`config.mk`:
```
export PLATFORM = sky130hd
export DESIGN_NAME = mult_seq_arbiter
export DESIGN_NICKNAME = d
export VERILOG_FILES = /design/src/rtl/mult_seq_arbiter.sv
export SDC_FILE = /design/constraint.sdc
export NUM_CORES = 1
export LEC_CHECK = 0
export CAP_MARGIN = 20
export CORE_MARGIN = 3
export CORE_UTILIZATION = 39
export CTS_CLUSTER_DIAMETER = 50
export CTS_CLUSTER_SIZE = 40
export DETAILED_ROUTE_END_ITERATION = 10
export GPL_ROUTABILITY_DRIVEN = 0
export GPL_TIMING_DRIVEN = 0
export PLACE_DENSITY = 0.79
export SETUP_SLACK_MARGIN = 0.02
export SYNTH_ARGS = -nofsm -noshare
export SYNTH_HDL_FRONTEND = slang
export SYNTH_SLANG_ARGS = --single-unit
```
`constraint.sdc`:
```
create_clock -name clk -period 1.3 [get_ports clk]
set_clock_uncertainty 0.05 [all_clocks]
set_input_delay 0.13 -clock clk [delete_from_list [all_inputs] [get_ports clk]]
set_output_delay 0.13 -clock clk [all_outputs]
set_load 0.02 [all_outputs]
```
`src/rtl/mult_seq_arbiter.sv`:
```
// mult_seq_arbiter: round-robin arbiter and sequencer for the shared shift-add multiplier datapath
module mult_seq_arbiter #(
    parameter int N_BITS = 6,
    parameter int MUX_W  = 3
) (
    input  logic                clk,
    input  logic                reset_n,
    input  logic [1:0]          req_i,
    input  logic [N_BITS-1:0]   a0_i,
    input  logic [N_BITS-1:0]   b0_i,
    input  logic [N_BITS-1:0]   a1_i,
    input  logic [N_BITS-1:0]   b1_i,
    input  logic [2*N_BITS-1:0] prod_i,
    output logic [N_BITS-1:0]   op_a_o,
    output logic [N_BITS-1:0]   op_b_o,
    output logic                clr_o,
    output logic                ld_o,
    output logic [1:0]          sel_o,
    output logic [MUX_W-1:0]    mux_o,
    output logic [1:0]          gnt_o,
    output logic [1:0]          done_o,
    output logic [2*N_BITS-1:0] result_o,
    output logic                busy_o
);
    localparam int CW = (N_BITS > 1) ? $clog2(N_BITS) : 1;
    localparam logic [CW-1:0] LAST_STEP = CW'(N_BITS - 1);
    typedef enum logic [2:0] {
        IDLE    = 3'd0,
        LOAD    = 3'd1,
        SHIFT   = 3'd2,
        CAPTURE = 3'd3,
        DONE    = 3'd4
    } state_e;
    state_e              state_q;
    logic [CW-1:0]       count_q;
    logic                last_q;
    logic                win_d;
    logic                ld_q;
    logic [1:0]          sel_q;
    logic [MUX_W-1:0]    mux_q;
    logic [1:0]          gnt_q;
    logic [1:0]          done_q;
    logic [2*N_BITS-1:0] result_q;
    logic [N_BITS-1:0]   op_a_q;
    logic [N_BITS-1:0]   op_b_q;
    // round-robin winner: a lone requester wins, on contention the one not served last wins
    always_comb begin
        win_d = (req_i == 2'b11) ? ~last_q : req_i[1];
    end
    // sequencer: outputs are registered alongside the state so they track it cycle for cycle
    always_ff @(posedge clk) begin
        if (!reset_n) begin
            state_q  <= IDLE;
            count_q  <= '0;
            last_q   <= 1'b1;
            ld_q     <= 1'b0;
            sel_q    <= 2'b00;
            mux_q    <= '0;
            gnt_q    <= 2'b00;
            done_q   <= 2'b00;
            result_q <= '0;
            op_a_q   <= '0;
            op_b_q   <= '0;
        end else begin
            case (state_q)
                IDLE: begin
                    if (|req_i) begin
                        state_q <= LOAD;
                        last_q  <= win_d;
                        gnt_q   <= win_d ? 2'b10 : 2'b01;
                        op_a_q  <= win_d ? a1_i : a0_i;
                        op_b_q  <= win_d ? b1_i : b0_i;
                        ld_q    <= 1'b1;
                        sel_q   <= 2'b01;
                        mux_q   <= '0;
                    end
                end
                LOAD: begin
                    state_q <= SHIFT;
                    count_q <= '0;
                    sel_q   <= 2'b10;
                    mux_q   <= '0;
                end
                SHIFT: begin
                    if (count_q == LAST_STEP) begin
                        state_q <= CAPTURE;
                        ld_q    <= 1'b0;
                        sel_q   <= 2'b00;
                        mux_q   <= '0;
                    end else begin
                        count_q <= count_q + 1'b1;
                        mux_q   <= MUX_W'(count_q + 1'b1);
                    end
                end
                CAPTURE: begin
                    state_q  <= DONE;
                    result_q <= prod_i;
                    done_q   <= gnt_q;
                end
                DONE: begin
                    state_q <= IDLE;
                    done_q  <= 2'b00;
                    gnt_q   <= 2'b00;
                end
                default: begin
                    state_q <= IDLE;
                    ld_q    <= 1'b0;
                    sel_q   <= 2'b00;
                    mux_q   <= '0;
                    gnt_q   <= 2'b00;
                    done_q  <= 2'b00;
                end
            endcase
        end
    end
    assign clr_o    = reset_n && (state_q == IDLE) && (|req_i);
    assign busy_o   = (state_q != IDLE);
    assign ld_o     = ld_q;
    assign sel_o    = sel_q;
    assign mux_o    = mux_q;
    assign gnt_o    = gnt_q;
    assign done_o   = done_q;
    assign result_o = result_q;
    assign op_a_o   = op_a_q;
    assign op_b_o   = op_b_q;
endmodule

```
-- Word-level counts from Yosys, hierarchy flattened
Cells that the tools add are included.
- bits in registers: 41
- latch bits: 0
- RAM bits: 0
- bits in read-only memories: 0
- input bits: 40
- output and inout bits: 36
- logic and storage cells: 63
- memories: 0
- add/subtract/negate cells: 1
- $mul: 0
- div/mod/pow operators: 0
- $lt $le $gt $ge: 0
- eq/ne operators: 9
- shift operators: 0
- muxes and demuxes: 21
- bitwise gates (word level): 4
- reduce and logical (&&, ||, !) cells: 17
- operators by type and width (kind ; count):
    3-bit two-way mux ; 5
    6-bit two-way mux ; 2
    3-bit case mux with 4 select lines ; 1
    2-bit AND reduction ; 5
    3-bit case mux with 3 select lines ; 1
    3-bit OR reduction ; 3
    2-bit two-way mux ; 4
    2-bit case mux with 2 select lines ; 2
    2-bit case mux with 4 select lines ; 1
    3-bit by 2-bit equality test with 1-bit output (second input constant) ; 2
    3-bit equality test (second input constant) ; 2
    3-bit case mux with 2 select lines ; 1
    3-bit AND reduction ; 2
    2-bit inequality test (second input constant) ; 2
    1-bit inverter ; 4
    2-bit OR reduction ; 2
    3-bit by 1-bit adder with 3-bit output (second input constant) ; 1
    3-bit by 1-bit equality test with 1-bit output (second input constant) ; 1
    3-bit zero test ; 1
    1-bit two-way mux ; 3
    1-bit case mux with 3 select lines ; 1
    3-bit nonzero test ; 1
    2-bit equality test (second input constant) ; 1
    1-bit logical AND ; 2
    other kinds (2) ; 2

-- Logic depth before layout (Yosys ltp)
Gate-level depths: netlist (run 1).
- depth after elaboration: 5
- mapped depth: 5
- mapped depth without buffers: 5

-- Worst setup path before layout (run 1)
No wires, ideal clock.
- kind: reg-to-output
- start point: register state_q[0]
- end point: output port clr_o
- arrival: 1.394 ns
- path slack: -0.274 ns
- cell stages (with the launch flop): 5
- path buffers: 1
- cells stage by stage: dfxtp_1 -> buf_6 -> nor3_4 -> inv_2 -> nor3_1
- cells in the longest elaborated chain, start to end: 3
- RTL lines (what ; line ; source):
    start: declaration ; 34 ; state_e state_q;
    start signal: assignment ; 53 ; state_q <= IDLE;
    start signal: assignment ; 68 ; state_q <= LOAD;
    start signal: assignment ; 79 ; state_q <= SHIFT;
    3-bit zero test ; 116 ; assign clr_o = reset_n && (state_q == IDLE) && (|req_i);
    1-bit logical AND (2 in a row) ; 116 ;
    end: declaration ; 16 ; output logic clr_o,
No other way between the ends.

-- Final worst setup path (run 1)
- start point: register state_q[1]
- end point: output port clr_o
The elaborated chain is that of the path after synthesis.

==> results.cfg, run 1 <==
[critical_path]
cp-end-kind = primary output
r2r_slack_ns = -0.09
cp-start-kind = flop
r2r_cells = 5
worstPathRequired_ns = 1.12
critPathMaxFanout = 3
crit_type = flop to primary output
r2r_start = state_q[0]
r2r-end = sel_o[0]
arrival_ns = 1.22

[synthesis]
ys_seq_area_share_pct = 43.50
synthDistinctLibCells = 39
synth_nets = 256
netlist_instances = 214
synth_area_um2 = 1887
ys_ff_latch = 41
yosysWarnings = 0
synth.avg_cell_area_um2 = 8.817

[grt]
antenna_found_initial = 0
grt_max_degree = 14
track_usage_pct = 22.95
grt_pass1_wl_um = 9901
grt_pass1_vias = 1935
gr-total-overflow = 0

[pwr]
ir_drop_mv = 1.056
leakagePower_nw = 1.295
p_total_mw = 4.220
powerDensity_nw_per_um2 = 1304

[sta]
whs_ns = 0.1331
drv_slew = 0
max_freq_ghz = 0.7135
hold_viol = 0
grt_setup_unrepaired = true
finalCritPeriodShare_pct = 107.8
setup_violations = 16
slew_headroom_pct = 59.36
worst_pin_slew_ns = 0.6095
period_needed_ns = 1.402
fin_ws_ns = -0.1015

[clock_tree]
clk_pin_slew_ns = 0.09
cts.path.max_buffers = 2
cts_root_buffer = clkbuf_8
postCtsHoldBufs = 0
cts_buffers = 5
clock_sinks = 41
cts_tree = done
cts_max_level = 2
worstSkewPairLatency_ns = 0.30

[layout]
stdcell_count = 360
fillers = 325
post-route-util_pct = 71.86
n_antenna_cell = 0
drive_gt1_share_pct = 29.87
nNetsFinal = 349
areaGrowthSynthToFinish_pct = 71.55
final_common_cell = clkdlybuf4s50_1
layout_common_cells = clkdlybuf4s50_1 (37), dfxtp_1 (36), dlygate4sd2_1 (35)

[placed_design]
io_buffer_count = 75
hpwl_um = 3856
dp.cells = 341
place_ws_ns = -0.8591

[floorplan]
coreArea_um2 = 4504
row_count = 24
dieArea_um2 = 5709
initial_utilization_pct = 41.89
dieWidth_um = 75.56
io_pins = 76
die_y_um = 75.56

[detailed_routing]
wl_per_cell_um = 17.43
via_per_inst = 5.683
firstDrtPassIters = 4
wirelength_um = 6276
ant_nets = 0
drt_iter0_drc = 191
num_vias = 2046
drcViolationCount = 0

[run]
cap_violations = 0

[status]
violations = negative setup slack
outcome = finished with violations

[hold_path]
worstHoldStart = reset_n
hold_end = mux_o[0]
hold-path-cell-count = 3
min_path_type = input port to flop
[sequential cells by signal (all words and copies together), names as in the netlist]
register and cells:
result_o 12, op_a_o 6, op_b_o 6, count_q 3, mux_o 3, state_q 3
done_o 2, gnt_o 2, sel_o 2, last_q 1, ld_o 1
[power by group]
part	leakage (nW)	internal (mW)	switching [mW]
sequential	0.339	1.39	0.0928
clock	0.0574	0.624	0.449
combinational	0.899	0.843	0.819
[Yosys cell counts, drive strengths merged]
| library cell | count | area (um^2) |
|---|---|---|
| o21ai | 4 | 20.02 |
| o21bai | 1 | 7.510 |
| nand2 | 32 | 120.1 |
| mux2i | 1 | 10.01 |
| nand3 | 9 | 45.04 |
| nor3 | 2 | 21.27 |
| and2 | 2 | 12.51 |
| a211oi | 15 | 142.6 |
| inv | 7 | 26.27 |
| xnor2 | 1 | 8.760 |
| nand2b | 2 | 12.51 |
| nand4b | 1 | 8.760 |
| o211ai | 2 | 15.01 |
| buf | 12 | 83.82 |
| a21bo | 1 | 10.01 |
| o22ai | 3 | 18.77 |
| and2b | 1 | 7.510 |
| a21oi | 32 | 182.7 |
| clkbuf | 7 | 26.28 |
| o221a | 2 | 22.52 |
| o21a | 2 | 15.01 |
| or2 | 1 | 6.260 |
| nor2 | 8 | 30.03 |
| o32ai | 12 | 105.1 |
| nand3b | 2 | 15.01 |
| o311a | 1 | 10.01 |
| dfxtp | 41 | 820.8 |
| and3 | 2 | 12.51 |
| and3b | 1 | 8.760 |
| a31oi | 2 | 12.51 |
| nor2b | 1 | 6.260 |
| ha | 2 | 25.02 |
| a32oi | 2 | 17.52 |
[how the worst max path moves through the flow]
| stage | startpoint | to | slack (ns) | depth (start not counted) |
|---|---|---|---|---|
| final | state_q[1] | clr_o | -0.10 | 4 |
| after global routing | state_q[0] | sel_o[0] | -0.14 | 5 |
| after CTS | state_q[0] | clr_o | -0.16 | 4 |
| after detailed placement | reset_n | clr_o | -0.86 | 5 |
| after global placement | reset_n | clr_o | -0.86 | 5 |
| after floorplan | state_q[0] | last_q | 0.04 | 5 |
[worst max-delay path, cell delays in order (launching register included)]
cell and delay, ns:
dfxtp_4 0.37, nor3_4 0.19, inv_2 0.09, nor3_4 0.13, buf_6 0.14
[area by class of cell]
cell class	instances	area [um^2]	area share (%)
Sequential cell	41	832.0	25.71
Timing Repair Buffer	89	912.1	28.18
Buffer	16	152.6	4.716
Inverter	7	26.28	0.8118
Multi-Input combinational cell	147	1129	34.87
Clock buffer	6	82.58	2.551
Tap cell	52	65.06	2.010
Clock inverter	2	37.54	1.160
[per-layer routing]
| metal | up-vias | global-route usage [%] | wire [um] | share of wire, % |
|---|---|---|---|---|
| li1 | 972 | - | - | - |
| met1 | 972 | 28.17 | 2511 | 40 |
| met2 | 89 | 39.02 | 3114 | 50 |
| met3 | 13 | 6.464 | 496 | 7.9 |
| met4 | 0 | 6.990 | 153 | 2.4 |
| met5 | - | 0 | 0 | 0 |
[repair_timing]
| action | CTS | global route |
|---|---|---|
| setup endpoints to repair | 70 | 40 |
| buffers inserted | 10 | 2 |
| cloned | 2 | 1 |
| hold endpoints to repair | 0 | 0 |
| resized for setup | 100 | 21 |
| pin swaps | 16 | 8 |
[through the flow]
stage / instance area (um^2) / setup TNS (ns)
floorplan: 1911 / 0
global placement: 2726 / -10.13
detailed placement: 2726 / -10.36
CTS: 3162 / -0.7793
global route: 3237 / -2.142
finish: 3237 / -0.8234
[logic make-up (layout without fill, tap and decap cells)]
| kind of cell | Yosys count | after routing | synth area share [%] |
|---|---|---|---|
| AOI/OAI and AO/OA | 79 | 79 | 30.70 |
| xor gates and xnor gates | 1 | 1 | 0.4643 |
| adders and majority gates | 2 | 2 | 1.326 |
| buffers and inverters | 26 | 120 | 7.228 |
| DFF | 41 | 41 | 43.50 |
| muxes | 1 | 1 | 0.5305 |
| and+or+nand+nor | 64 | 64 | 16.25 |
(Power assumes the default switching activity.)
==> run 2: changes to the inputs <==
--- a/config.mk
+++ b/config.mk
@@ -5,14 +5,14 @@
 export SDC_FILE = /design/constraint.sdc
 export NUM_CORES = 1
 export LEC_CHECK = 0
-export CAP_MARGIN = 20
 export CORE_MARGIN = 3
 export CORE_UTILIZATION = 39
 export CTS_CLUSTER_DIAMETER = 50
 export CTS_CLUSTER_SIZE = 40
 export DETAILED_ROUTE_END_ITERATION = 10
-export GPL_ROUTABILITY_DRIVEN = 0
+export GPL_ROUTABILITY_DRIVEN = 1
 export GPL_TIMING_DRIVEN = 0
+export MAX_ROUTING_LAYER = met4
 export PLACE_DENSITY = 0.79
 export SETUP_SLACK_MARGIN = 0.02
 export SYNTH_ARGS = -nofsm -noshare
==> run 2 against run 1 <==
The run still ends with negative setup slack left. Worst hold slack lost 0.015 ns. Combinational power grew 4%. Setup slack worse by 0.0030 ns. Sequential power about the same. Clock power hardly changed. Die area is the same. Flip-flop and latch count is the same. Sequential share of layout area shrank 0.53 points. Final area is 2.1% higher. Critical path type is now flop to flop. Critical endpoint is now sel_o[1].
==> results.cfg, run 2 (synthesized netlist as in run 1, its figures left out) <==
[sta]
slew_headroom_pct = 59.00
setup_violations = 29
max_freq_ghz = 0.7120
period_needed_ns = 1.405
worst_pin_slew_ns = 0.6150
hold_viol = 0
finalCritPeriodShare_pct = 108.0
grt_setup_unrepaired = true
fin_ws_ns = -0.1045
drv_slew = 0
tns_ns = -1.208

[clock_tree]
worstSkewPairLatency_ns = 0.30
clock_sinks = 41
cts_buffers = 5
cts.path.max_buffers = 2
cts_tree = done
clk_pin_slew_ns = 0.09
cts_max_level = 2
cts_root_buffer = clkbuf_8
postCtsHoldBufs = 0

[hold_path]
hold_end = mux_o[0]
min_path_type = input port to flop
worstHoldStart = reset_n
hold-path-cell-count = 3

[floorplan]
initial_utilization_pct = 41.89
row_count = 24
dieWidth_um = 75.56
dieArea_um2 = 5709
die_y_um = 75.56
io_pins = 76
coreArea_um2 = 4504

[critical_path]
path_cells = buf_4, o21bai_1, a21oi_1, o221a_2
r2r_cells = 4
cp-end-kind = flop
r2r-end = sel_o[1]
crit_type = flop to flop
worstPathRequired_ns = 1.45
arrival_ns = 1.55
crit_buf_inv = 1
r2r_start = state_q[2]
cp_slowest_cell = dfxtp_2
path_delay_family = compound AO/OA/AOI/OAI gates
crit_path_max_incr_delay_ns = 0.36
critPathMaxFanout = 10
r2r_slack_ns = -0.10
cp-start-kind = flop

[layout]
n_antenna_cell = 0
drive_gt1_share_pct = 33.97
areaGrowthSynthToFinish_pct = 75.13
largest_reg_flops = 12
multi_input_area_um2 = 1154
final_common_cell = clkdlybuf4s50_1
layout_common_cells = clkdlybuf4s50_1 (37), dfxtp_1 (36), dlygate4sd2_1 (35)
fillers = 304
register_area_um2 = 832.0
nNetsFinal = 353

[grt]
grt_pass1_vias = 1941
grt_max_degree = 14
antenna_found_initial = 0
track_usage_pct = 23.68
grt_pass1_wl_um = 9873
gr-total-overflow = 0

[pwr]
combPwrFrac_pct = 40.1
ir_drop_mv = 1.059
p_total_mw = 4.283
powerDensity_nw_per_um2 = 1296
p_sw_mw = 1.389
power_frac_seq_pct = 34.7
p_clk_share_pct = 25.2
sw_frac_of_total_pct = 32.42
leakagePower_nw = 1.323
internal_power_mw = 2.894

[status]
violations = negative setup slack
outcome = finished with violations

[detailed_routing]
ant_nets = 0
drt_iter0_drc = 166
num_vias = 2059
wl_per_cell_um = 17.75
via_per_inst = 5.657
firstDrtPassIters = 4
wirelength_um = 6461
drcViolationCount = 0

[run]
cap_violations = 0

[placed_design]
hpwl_um = 3856
io_buffer_count = 75
gp_congestion = 0.8197
run 2: cell count changes in the layout (fill, tap and decap cells not counted), sizes merged:
cell,before,now
buf,26,30
run 2: tightest hold or removal path: cells and delay by family:
kind | cells | cell delay (ns)
simple gates | 1 | 0.08
compound gates | 1 | 0.05
buf+inv | 1 | 0.16
run 2: worst max-delay path by stage:
| stage | slack, ns | cells past startpoint | from | end |
|---|---|---|---|---|
| 6_report | -0.10 | 4 | state_q[2] | sel_o[1] |
| 5_1_grt | -0.14 | 4 | state_q[1] | clr_o |
| 4_1_cts | -0.16 | 4 | state_q[0] | clr_o |
| 3_5_place_dp | -0.86 | 5 | reset_n | clr_o |
| 3_3_place_gp | -0.86 | 5 | reset_n | clr_o |
| 2_1_floorplan | 0.04 | 5 | state_q[0] | last_q |
run 2: timing repair:
| item | 4_1_cts | 5_1_grt |
|---|---|---|
| endpoints found under the setup margin | 70 | 40 |
| pin swaps | 16 | 16 |
| gates resized for setup | 100 | 32 |
| setup buffers | 10 | 6 |
| gates cloned | 2 | 1 |
| hold endpoints to repair | 0 | 0 |
run 2: metal layers:
layer,wire length (um),vias to the layer above,global-route usage [%]
li1,-,977,-
met3,465,13,4.617
met4,148,0,6.990
met5,0,-,-
met2,3233,98,39.02
met1,2613,971,29.38
run 2: stage by stage:
step           setup WS, ns  std cells  area (um^2)  util [%]  hold slack, ns
2_1_floorplan       0.03543        214         1911         -          0.2160
3_3_place_gp        -0.8592        341         2726     60.53          0.3911
3_5_place_dp        -0.8591        341         2726     60.53          0.3965
4_1_cts             -0.1647        358         3162     70.19          0.3145
5_1_grt             -0.1387        364         3304     73.36          0.1246
6_report            -0.1045        364         3304     73.36          0.1179
run 2: layout make-up:
type	count	share of cell area, %
clock inverters	2	1.136
repair buffers	93	28.89
flip-flops and latches	41	25.18
inverters	7	0.7952
clock buffers	6	2.499
well taps	52	1.969
plain buffers	16	4.619
multi-input cells	147	34.91
run 2: power by group through the flow:
stage               clock [mW]  sequential [mW]  combinational [mW]
floorplan                    0             1.63               0.585
global placement             0             1.50                1.20
detailed placement           0             1.50                1.21
CTS                       1.10             1.48                1.57
global route              1.14             1.50                1.81
finish                    1.08             1.48                1.72
==> run 3: changes to the inputs <==
--- a/config.mk
+++ b/config.mk
@@ -7,7 +7,7 @@
 export LEC_CHECK = 0
 export CORE_MARGIN = 3
 export CORE_UTILIZATION = 39
-export CTS_CLUSTER_DIAMETER = 50
+export CTS_CLUSTER_DIAMETER = 200
 export CTS_CLUSTER_SIZE = 40
 export DETAILED_ROUTE_END_ITERATION = 10
 export GPL_ROUTABILITY_DRIVEN = 1
==> constraint.sdc (replaced) <==
create_clock -name clk -period 1.3 [get_ports clk]
set_clock_uncertainty 0.05 [all_clocks]
set_input_delay 0.195 -clock clk [delete_from_list [all_inputs] [get_ports clk]]
set_output_delay 0.195 -clock clk [all_outputs]
set_load 0.02 [all_outputs]
==> run 3 against run 2 <==
Global-route usage is essentially flat. Non-clock buffer count rose by 5. The run still ends with negative setup slack left. First-iteration DRC count grew 1.2%. Final area is 3.0% higher. Highest routed layer unchanged. Worst hold slack better by 0.19 ns. Maximum frequency shrank 6.5%.
==> results.cfg, run 3 (synthesized netlist as in run 1, its figures left out) <==
[sta]
drv_slew = 0
setup_violations = 33
period_needed_ns = 1.502
tns_ns = -2.431
grt_setup_unrepaired = true
fin_ws_ns = -0.2021
slew_headroom_pct = 56.43
max_freq_ghz = 0.6657
hold_viol = 0
finalCritPeriodShare_pct = 115.5
worst_pin_slew_ns = 0.6535

[clock_tree]
cts_root_buffer = clkbuf_8
cts.path.max_buffers = 2
cts_buffers = 5
worstSkewPairLatency_ns = 0.30
postCtsHoldBufs = 0
cts_tree = done
clk_pin_slew_ns = 0.09
clock_sinks = 41
cts_max_level = 2

[critical_path]
cp-end-kind = primary output
critPathMaxFanout = 3
arrival_ns = 1.26
r2r_slack_ns = -0.15
worstPathRequired_ns = 1.05
cp_slowest_cell = dfxtp_4
cp-start-kind = flop
crit_type = flop to primary output
crit_buf_inv = 2
path_delay_family = flip-flops
crit_path_max_incr_delay_ns = 0.37
path_cells = nor3_4, inv_2, nor3_4, buf_6
cpMostUsedCell = nor3_4

[pwr]
p_total_mw = 4.460
p_sw_mw = 1.504
leakagePower_nw = 1.344
internal_power_mw = 2.956
sw_frac_of_total_pct = 33.72
combPwrFrac_pct = 41.9
p_clk_share_pct = 24.5
ir_drop_mv = 0.9091
powerDensity_nw_per_um2 = 1311
power_frac_seq_pct = 33.5

[placed_design]
io_buffer_count = 75
hpwl_um = 3856
dpl-instance-area_um2 = 2726
dp.cells = 341
gp_congestion = 0.8197

[layout]
final_common_cell = clkdlybuf4s50_1
stdcell_count = 369
areaGrowthSynthToFinish_pct = 80.30
layout_common_cells = clkdlybuf4s50_1 (36), dfxtp_1 (35), dlygate4sd2_1 (33)
drive_gt1_share_pct = 35.96
fillers = 309
stdcell_area_um2 = 3402
nNetsFinal = 358
n_antenna_cell = 0
largest_reg_flops = 12
post-route-util_pct = 75.53

[detailed_routing]
firstDrtPassIters = 4
num_vias = 2141
ant_nets = 0
wirelength_um = 7468
via_per_inst = 5.802
wl_per_cell_um = 20.24
drt_iter0_drc = 168
drcViolationCount = 0

[grt]
grt_max_degree = 14
antenna_found_initial = 0
grt_pass1_vias = 1902
gr-total-overflow = 0
grt_pass1_wl_um = 9770
track_usage_pct = 23.65

[run]
cap_violations = 0

[status]
outcome = finished with violations
violations = negative setup slack

[floorplan]
dieWidth_um = 75.56
dieArea_um2 = 5709
io_pins = 76
initial_utilization_pct = 41.89
coreArea_um2 = 4504
die_y_um = 75.56
row_count = 24

[hold_path]
min_path_type = input port to flop
run 3: power groups by stage:
stage	logic, mW	clock network (mW)	registers (mW)
4_1_cts	1.55	1.10	1.48
2_1_floorplan	0.585	0	1.63
3_3_place_gp	1.20	0	1.50
3_5_place_dp	1.21	0	1.50
6_report	1.87	1.09	1.50
5_1_grt	1.95	1.15	1.51
run 3: repair_timing:
item,CTS,global route
setup endpoints to repair,71,41
gates cloned,2,2
pin swaps,14,15
gates resized for setup,98,57
setup buffers,10,14
run 3: layer usage:
layer / vias to the layer above / share of wire (%) / GRT usage [%]
li1: 987 / - / -
met1: 1022 / 39 / 29.46
met2: 106 / 51 / 38.35
met3: 26 / 6.3 / 5.145
met4: 0 / 3.9 / 7.184
met5: - / 0 / -
run 3: worst paths after layout:
kind,end,startpoint,cells past startpoint
min,mux_o[0],reset_n,3
max,clr_o,state_q[1],4
min reg2reg,result_o[3],result_o[3],2
max reg2reg,sel_o[0],state_q[1],7
run 3: area by class of cell:
type / count / area (um^2) / share of cell area [%]
multi-input cells: 147 / 1211 / 35.60
flip-flops and latches: 41 / 833.3 / 24.49
inverters: 7 / 26.28 / 0.7723
clock inverters: 2 / 37.54 / 1.103
clock buffers: 6 / 82.58 / 2.427
plain buffers: 15 / 152.6 / 4.487
repair buffers: 99 / 993.5 / 29.20
well taps: 52 / 65.06 / 1.912
run 3: worst min-delay path, cell delays in order:
cell	delay (ns)
dlygate4sd2_1	0.27
nand2_1	0.08
o21ai_1	0.06
run 3: stage by stage:
step | hold WS, ns | setup slack (ns)
after CTS | 0.2945 | -0.2297
after floorplan | 0.2810 | -0.01975
after global placement | 0.3911 | -0.9892
after global routing | 0.3217 | -0.2539
final | 0.3053 | -0.2021
after detailed placement | 0.3965 | -0.9891
